## src/rtl/shift_ctrl_pkg.sv

```systemverilog
// shift_ctrl_pkg: word geometry, default scan parameters and controller states
package shift_ctrl_pkg;
    localparam int WORD_W  = 512;
    localparam int DEF_BPW = 256;
    localparam int DEF_OVL = 10;
    typedef enum logic [2:0] {S_IDLE, S_LOAD, S_RUN, S_WAIT, S_DONE} state_t;
endpackage

```

## src/rtl/shift_ctrl_shift2_cnt.sv

```systemverilog
// shift2_cnt: per-word base counter with load-to-value and terminal flag
module shift2_cnt
    import shift_ctrl_pkg::*;
#(
    parameter int BPW = DEF_BPW,
    parameter int CW  = $clog2(BPW)
) (
    input  logic          clk,
    input  logic          rst,
    input  logic          ld_i,
    input  logic [CW-1:0] ld_val_i,
    input  logic          inc_i,
    output logic [CW-1:0] cnt_o,
    output logic          term_o
);
    logic [CW-1:0] cnt_q, cnt_d;

    assign cnt_d  = ld_i ? ld_val_i : inc_i ? cnt_q + CW'(1) : cnt_q;
    assign cnt_o  = cnt_q;
    assign term_o = cnt_q == CW'(BPW - 1);

    always_ff @(posedge clk or negedge rst) begin
        if (!rst) cnt_q <= '0;
        else      cnt_q <= cnt_d;
    end
endmodule

```

## src/rtl/shift_ctrl.sv

```systemverilog
// shift_ctrl: sequences load/shift commands of a 2-bit-base shift register
// and reports each new window with its global base position.
module shift_ctrl
    import shift_ctrl_pkg::*;
#(
    parameter int BPW  = DEF_BPW,
    parameter int OVL  = DEF_OVL,
    parameter int POSW = 32
) (
    input  logic              clk,
    input  logic              rst,
    input  logic              start,
    input  logic [WORD_W-1:0] in_data,
    input  logic              in_valid,
    input  logic              in_last,
    output logic              in_ready,
    input  logic              stall,
    output logic              sr_load,
    output logic              sr_shift,
    output logic [WORD_W-1:0] sr_data,
    output logic              sr_valid,
    output logic              win_valid,
    output logic [POSW-1:0]   base_pos,
    output logic              busy,
    output logic              done
);
    localparam int CW = $clog2(BPW);

    state_t          state_q, state_d;
    logic            last_seen_q, first_q, win_valid_q;
    logic [POSW-1:0] base_pos_q;
    logic [CW-1:0]   cnt, ld_val;
    logic            term, take, boundary, cnt_inc;

    shift2_cnt #(.BPW(BPW)) u_cnt (
        .clk      (clk),
        .rst      (rst),
        .ld_i     (sr_load),
        .ld_val_i (ld_val),
        .inc_i    (cnt_inc),
        .cnt_o    (cnt),
        .term_o   (term)
    );

    always_ff @(posedge clk or negedge rst) begin
        if (!rst) state_q <= S_IDLE;
        else      state_q <= state_d;
    end

    always_comb begin
        state_d = state_q;
        if (!stall)
            unique case (state_q)
                S_IDLE, S_DONE: state_d = start ? S_LOAD : state_q;
                S_LOAD:         state_d = in_valid ? S_RUN : S_LOAD;
                S_RUN:          state_d = !term ? S_RUN : last_seen_q ? S_DONE : in_valid ? S_RUN : S_WAIT;
                S_WAIT:         state_d = in_valid ? S_RUN : S_WAIT;
                default:        state_d = S_IDLE;
            endcase
    end

    // boundary: combined load&shift that swaps in the next word at cnt BPW-1
    always_comb begin
        boundary = !stall && in_valid && ((state_q == S_RUN && term && !last_seen_q) || state_q == S_WAIT);
        sr_load  = (!stall && in_valid && state_q == S_LOAD) || boundary;
        sr_shift = (!stall && state_q == S_RUN && !term) || boundary;
        cnt_inc  = sr_shift && !boundary;
        ld_val   = boundary ? '0 : CW'(OVL);
        in_ready = sr_load;
        sr_valid = sr_load;
        sr_data  = in_data;
        busy     = state_q == S_LOAD || state_q == S_RUN || state_q == S_WAIT;
        done     = state_q == S_DONE;
        take     = start && !stall && (state_q == S_IDLE || state_q == S_DONE);
    end

    always_ff @(posedge clk or negedge rst) begin
        if (!rst) begin
            last_seen_q <= 1'b0;
            first_q     <= 1'b0;
            win_valid_q <= 1'b0;
            base_pos_q  <= '0;
        end else begin
            win_valid_q <= sr_load || sr_shift;
            if (take) begin
                last_seen_q <= 1'b0;
                first_q     <= 1'b1;
                base_pos_q  <= '0;
            end else begin
                if (in_ready) last_seen_q <= in_last;
                if (sr_load || sr_shift) begin
                    first_q    <= 1'b0;
                    base_pos_q <= first_q ? '0 : base_pos_q + POSW'(1);
                end
            end
        end
    end

    assign win_valid = win_valid_q;
    assign base_pos  = base_pos_q;
endmodule
```

## config.mk

```make
export PLATFORM = sky130hd
export DESIGN_NAME = shift_ctrl
export DESIGN_NICKNAME = d
export VERILOG_FILES = /design/src/rtl/shift_ctrl_pkg.sv /design/src/rtl/shift_ctrl_shift2_cnt.sv /design/src/rtl/shift_ctrl.sv
export SDC_FILE = /design/constraint.sdc
export NUM_CORES = 1
export LEC_CHECK = 0
export CAP_MARGIN = 0
export CELL_PAD_IN_SITES_DETAIL_PLACEMENT = 0
export CELL_PAD_IN_SITES_GLOBAL_PLACEMENT = 2
export CORE_AREA = 2 2 412 414
export CTS_CLUSTER_DIAMETER = 80
export DETAILED_ROUTE_END_ITERATION = 8
export DIE_AREA = 0 0 414 416
export PLACE_DENSITY_LB_ADDON = 0.05
export SLEW_MARGIN = 20
export SYNTH_ARGS = -nofsm -noshare
export SYNTH_HDL_FRONTEND = slang
export SYNTH_SLANG_ARGS = --single-unit
export TNS_END_PERCENT = 10
```

## constraint.sdc

```tcl
create_clock -name clk -period 2.8 [get_ports clk]
set_clock_uncertainty 0.05 [all_clocks]
set_input_delay 0.42 -clock clk [delete_from_list [all_inputs] [get_ports clk]]
set_output_delay 0.42 -clock clk [all_outputs]
set_load 0.005 [all_outputs]
```

Yosys cells after proc, flatten, opt, wreduce, memory -nomap -nowiden --
Cells that the tools add are included.
Word-level totals: bits in registers 46, input bits 518
Operators by class: mux-type cells 16, bitwise gates (word level) 1, equality and inequality tests 6, reduce and logical (&&, ||, !) cells 27, $add $sub $neg 2
Operator list (count):
- $mux 32 | 3
- $add 32x1->32 const B | 1
- $mux 8 | 2
- $pmux 3 s4 | 1
- $logic_and 1x1->1 | 10
- $mux 3 | 3
- $add 8x1->8 const B | 1
- $eq 8x8->1 const B | 1
- $logic_or 1x1->1 | 7
- $eq 3x2->1 const B | 2
- $reduce_bool 2->1 | 3
- $mux 1 | 5
- $logic_not 1->1 | 4
- $mux 4 | 1
- $eq 3x1->1 const B | 1
- $eq 3x3->1 const B | 1
- $logic_not 3->1 | 1
- $mux 2 | 1
- $ne 2x2->1 const B | 1
- $reduce_and 2->1 | 1
- $reduce_or 2->1 | 1
- $not 1->1 | 1

Depth between registers and ports, before layout --
word-level depth 9, mapped depth 7, gate-level depth less buffers 6

Cells and area by module --
Synthesis repeated with hierarchy kept, for this count alone.
Unflattened totals: cell total of the unflattened synthesis 814, area, all modules 6475.0 um^2
Modules (own cells, without submodules):
- shift_ctrl | sequential area each 950.9 um^2, instances 1, area an instance 6019.5 um^2, cells an instance 763
- shift2_cnt | sequential area each 200.2 um^2, instances 1, area an instance 455.4 um^2, cells an instance 51

Worst setup path after synthesis --
No wires, ideal clock.
kind reg-to-output, from register state_q[1], to output sr_load, data arrival time 1.670 ns, cell stages (with the launch flop) 7, path buffers 3, data required time 2.330 ns, path slack 0.660 ns, cells stage by stage dfrtp_1 -> buf_2 -> or4b_1 -> o31ai_1 -> nor2b_1 -> buf_2 -> buf_4
Between the ends: word-level cells in the longest chain between the ends 6, elaborated cells between the ends (all ways) 9, classes of those cells 3 x eq/ne; 6 x reduce/logical
Ends and longest elaborated chain:
- from (decl) | RTL line shift_ctrl.sv:29 | state_t state_q, state_d;
- from (signal assigned) | RTL line shift_ctrl.sv:47 | else state_q <= state_d;
- $eq 3x2->1 | RTL line shift_ctrl.sv:64 | boundary = !stall && in_valid && ((state_q == S_RUN && term && !last_seen_q) || state_q == S_WAIT);
- $logic_and 1x1->1 (2 in series) | RTL line shift_ctrl.sv:64
- $logic_or 1x1->1 | RTL line shift_ctrl.sv:64
- $logic_and 1x1->1 | RTL line shift_ctrl.sv:64
- $logic_or 1x1->1 (*) | RTL line shift_ctrl.sv:65 | sr_load = (!stall && in_valid && state_q == S_LOAD) || boundary;
- to (decl) | RTL line shift_ctrl.sv:18 | output logic sr_load,
Mark *: on every way between the ends. The rest lies on a longest branch, timed or not.

Worst setup path after layout --
from register state_q[2], to output sr_load
The elaborated chain is that of the path after synthesis.

==> results <==
## cells in the mapped netlist (5+ instances only)
cell type and count:
a31oi_1 10, dfrtp_1 46, nand4_1 13, and2_1 5, inv_1 13, nor3_1 6, and3_1 5, or3_1 7
a21oi_1 14, clkbuf_1 7, o31ai_1 14, nor2_1 20, buf_4 515, o21ai_0 43, nand3_1 13, nand2_1 26
## worst max path at each step
| stage | to | cells after the start | from | slack, ns |
|---|---|---|---|---|
| final | sr_load | 5 | state_q[2] | 0.22 |
| after global routing | sr_load | 5 | u_cnt.cnt_o[4] | 0.09 |
| after CTS | sr_load | 5 | state_q[2] | 0.14 |
| after detailed placement | sr_load | 5 | last_seen_q | 0.01 |
| after global placement | in_ready | 6 | stall | 0.03 |
| after floorplan | sr_load | 6 | state_q[1] | 0.66 |
## where the power goes
group / internal [mW] / leakage (nW) / total [mW] / switching [mW]
Sequential: 0.767 / 0.602 / 0.921 / 0.154
Combinational: 0.308 / 0.802 / 0.645 / 0.337
Clock: 0.337 / 0.0708 / 0.741 / 0.404
Total: 1.41 / 1.48 / 2.31 / 0.895
## logic make-up (layout without fill, tap and decap cells)
group	Yosys count	in the layout	share of synthesized area, %
xor gates and xnor gates	5	5	0.677
and+or+nand+nor	115	115	9.85
buffers and inverters	541	108	61.7
AOI/OAI and AO/OA	100	100	9.60
adders and majority gates	2	2	0.387
DFF	46	46	17.8
## routing by layer
| layer | vias to the layer above | global-route usage [%] | share of wire (%) |
|---|---|---|---|
| li1 | 1260 | - | - |
| met1 | 1560 | 2.98 | 35 |
| met2 | 334 | 5.03 | 47 |
| met3 | 228 | 1.37 | 8.8 |
| met4 | 0 | 3.18 | 9.9 |
| met5 | - | 0 | 0 |
## registers in the layout, indices dropped and copies added (netlist names)
register and flops:
base_pos 32, u_cnt.cnt_o 8, state_q 3, first_q 1, last_seen_q 1, win_valid 1
## repair_timing
action                     CTS  global route
gates resized for setup     11             0
buffers inserted             2             0
setup endpoints to repair    4             0
## cell type report
| class | instances | area share (%) |
|---|---|---|
| tap | 2218 | 43.9 |
| multi-input combinational | 222 | 21.5 |
| inverter | 13 | 0.772 |
| clock inverter | 2 | 0.218 |
| timing repair buffer | 87 | 13.4 |
| sequential | 46 | 18.2 |
| clock buffer | 6 | 2.04 |
==> metrics.txt <==
Power Density 365 nW/um^2; Reg clk slew, reported paths 0.08 ns; vias 3,382; Critical-path top delay cell or4b_4; worst vdd ir 0.193 mV; setup slack after placement 0.0121 ns; fillers 20,000; Die ar. 172,000 sq um; measured slew at the worst slew-check pin 0.760 ns; outcome completed; H-tree depth 2; antenna viol nets, final 0; Post-synth ARST share 100%; post-cts hold buffer count 0; RSZ-0062 raised after global routing false; most frequent cells in the layout dfrtp_1, o21ai_0, clkdlybuf4s50_1; NumNets Final 895; Root Buffer clkbuf_16; number of DRC markers in iteration 0 103; GRT Total Usage 3.15%; Max Cap Viol 0; Final Slew Violations 0; worst path arrival time 2.11 ns; share of post-route cells with drive strength above 1 17.6%; Peak Freq 388 MHz; # DRC 0; Pre-antenna DRT Iters 4; r2r startpoint state_q[0]; Yosys warnings 0; count of state elements after synthesis 46; routed vias/inst 1.30; register area share after synthesis 17.8%; largest incremental delay on the critical path 0.58 ns; Placed Area 6140 sq um; vias in the first global route 3,765; area grow syn2layout -2.22%; largest net degree at the start of global routing 31; core box area 168,000 sq um; final instance area 6320 sq um; Final Setup Violations 0; fin util 3.76%; antenna violations before repair 0; Gate Count Post-Synth 809; Antenna diodes 0; Starting Density 3.85%; commonest non-fill, non-tap cell in the layout dfrtp_1; number of flops mapped to enable cells by yosys 0; clock buffer count from CTS 5; Routed WL per cell 10.7 um; count of non-filler cells in the finished layout 2,594; reg2reg path depth 9; top_reg_cell synth dfrtp_1; CTS tree done; chip height 416 um; Worst EP required 2.33 ns; area leader, netlist buf_4; maximum clock path buffer count 2; Die W 414 um; register area 1150 sq um; Setup TNS 0 ns; WP buf/inv 2; top cell type's share of synthesized area 59.8%; Tcrit/Tclk final 92.1%; CP delay by family, top simple AND/OR/NAND/NOR gates; syn_nets 1,329; Tmin final 2.58 ns; port bufs 44; Clock Latency Late Sink 0.34 ns; detailed placement HPWL 21.3 mm; Synth cell types 49; hold slack 0.0747 ns; nature of the critical path endpoint primary output; crit-path max FO 4; Clock Sink Count 46; CP cell instances or4b_4 > o31ai_4 > nor2b_4 > buf_6 > dlygate4sd2_1; FP Rows 151; Hold Vio Cnt, Final 0; worst min-delay path class input port to asynchronous set/reset pin; io pins 1,069; Overflow after GRT 0; WS Path Type register to primary output; final worst-path setup slack 0.222 ns; leak pwr 1.48 nW; final wirelength 27.7 mm; Worst setup SP type register; total power 2.31 mW; Synth area leaders buf_4, dfrtp_1, o21ai_0; mean post-synth cell area 7.99 sq um; Max-slew headroom 48.9%; first-pass GRT wire length 36.3 mm; multi-input combinational cell area 1360 sq um; synthesized area 6470 sq um; Placed Cells 2,584; RePlAce Congestion 0.569; r2r setup slk 0.36 ns; Reg-to-Reg End u_cnt.cnt_o[3]
Power figures use the tool's default switching activity.
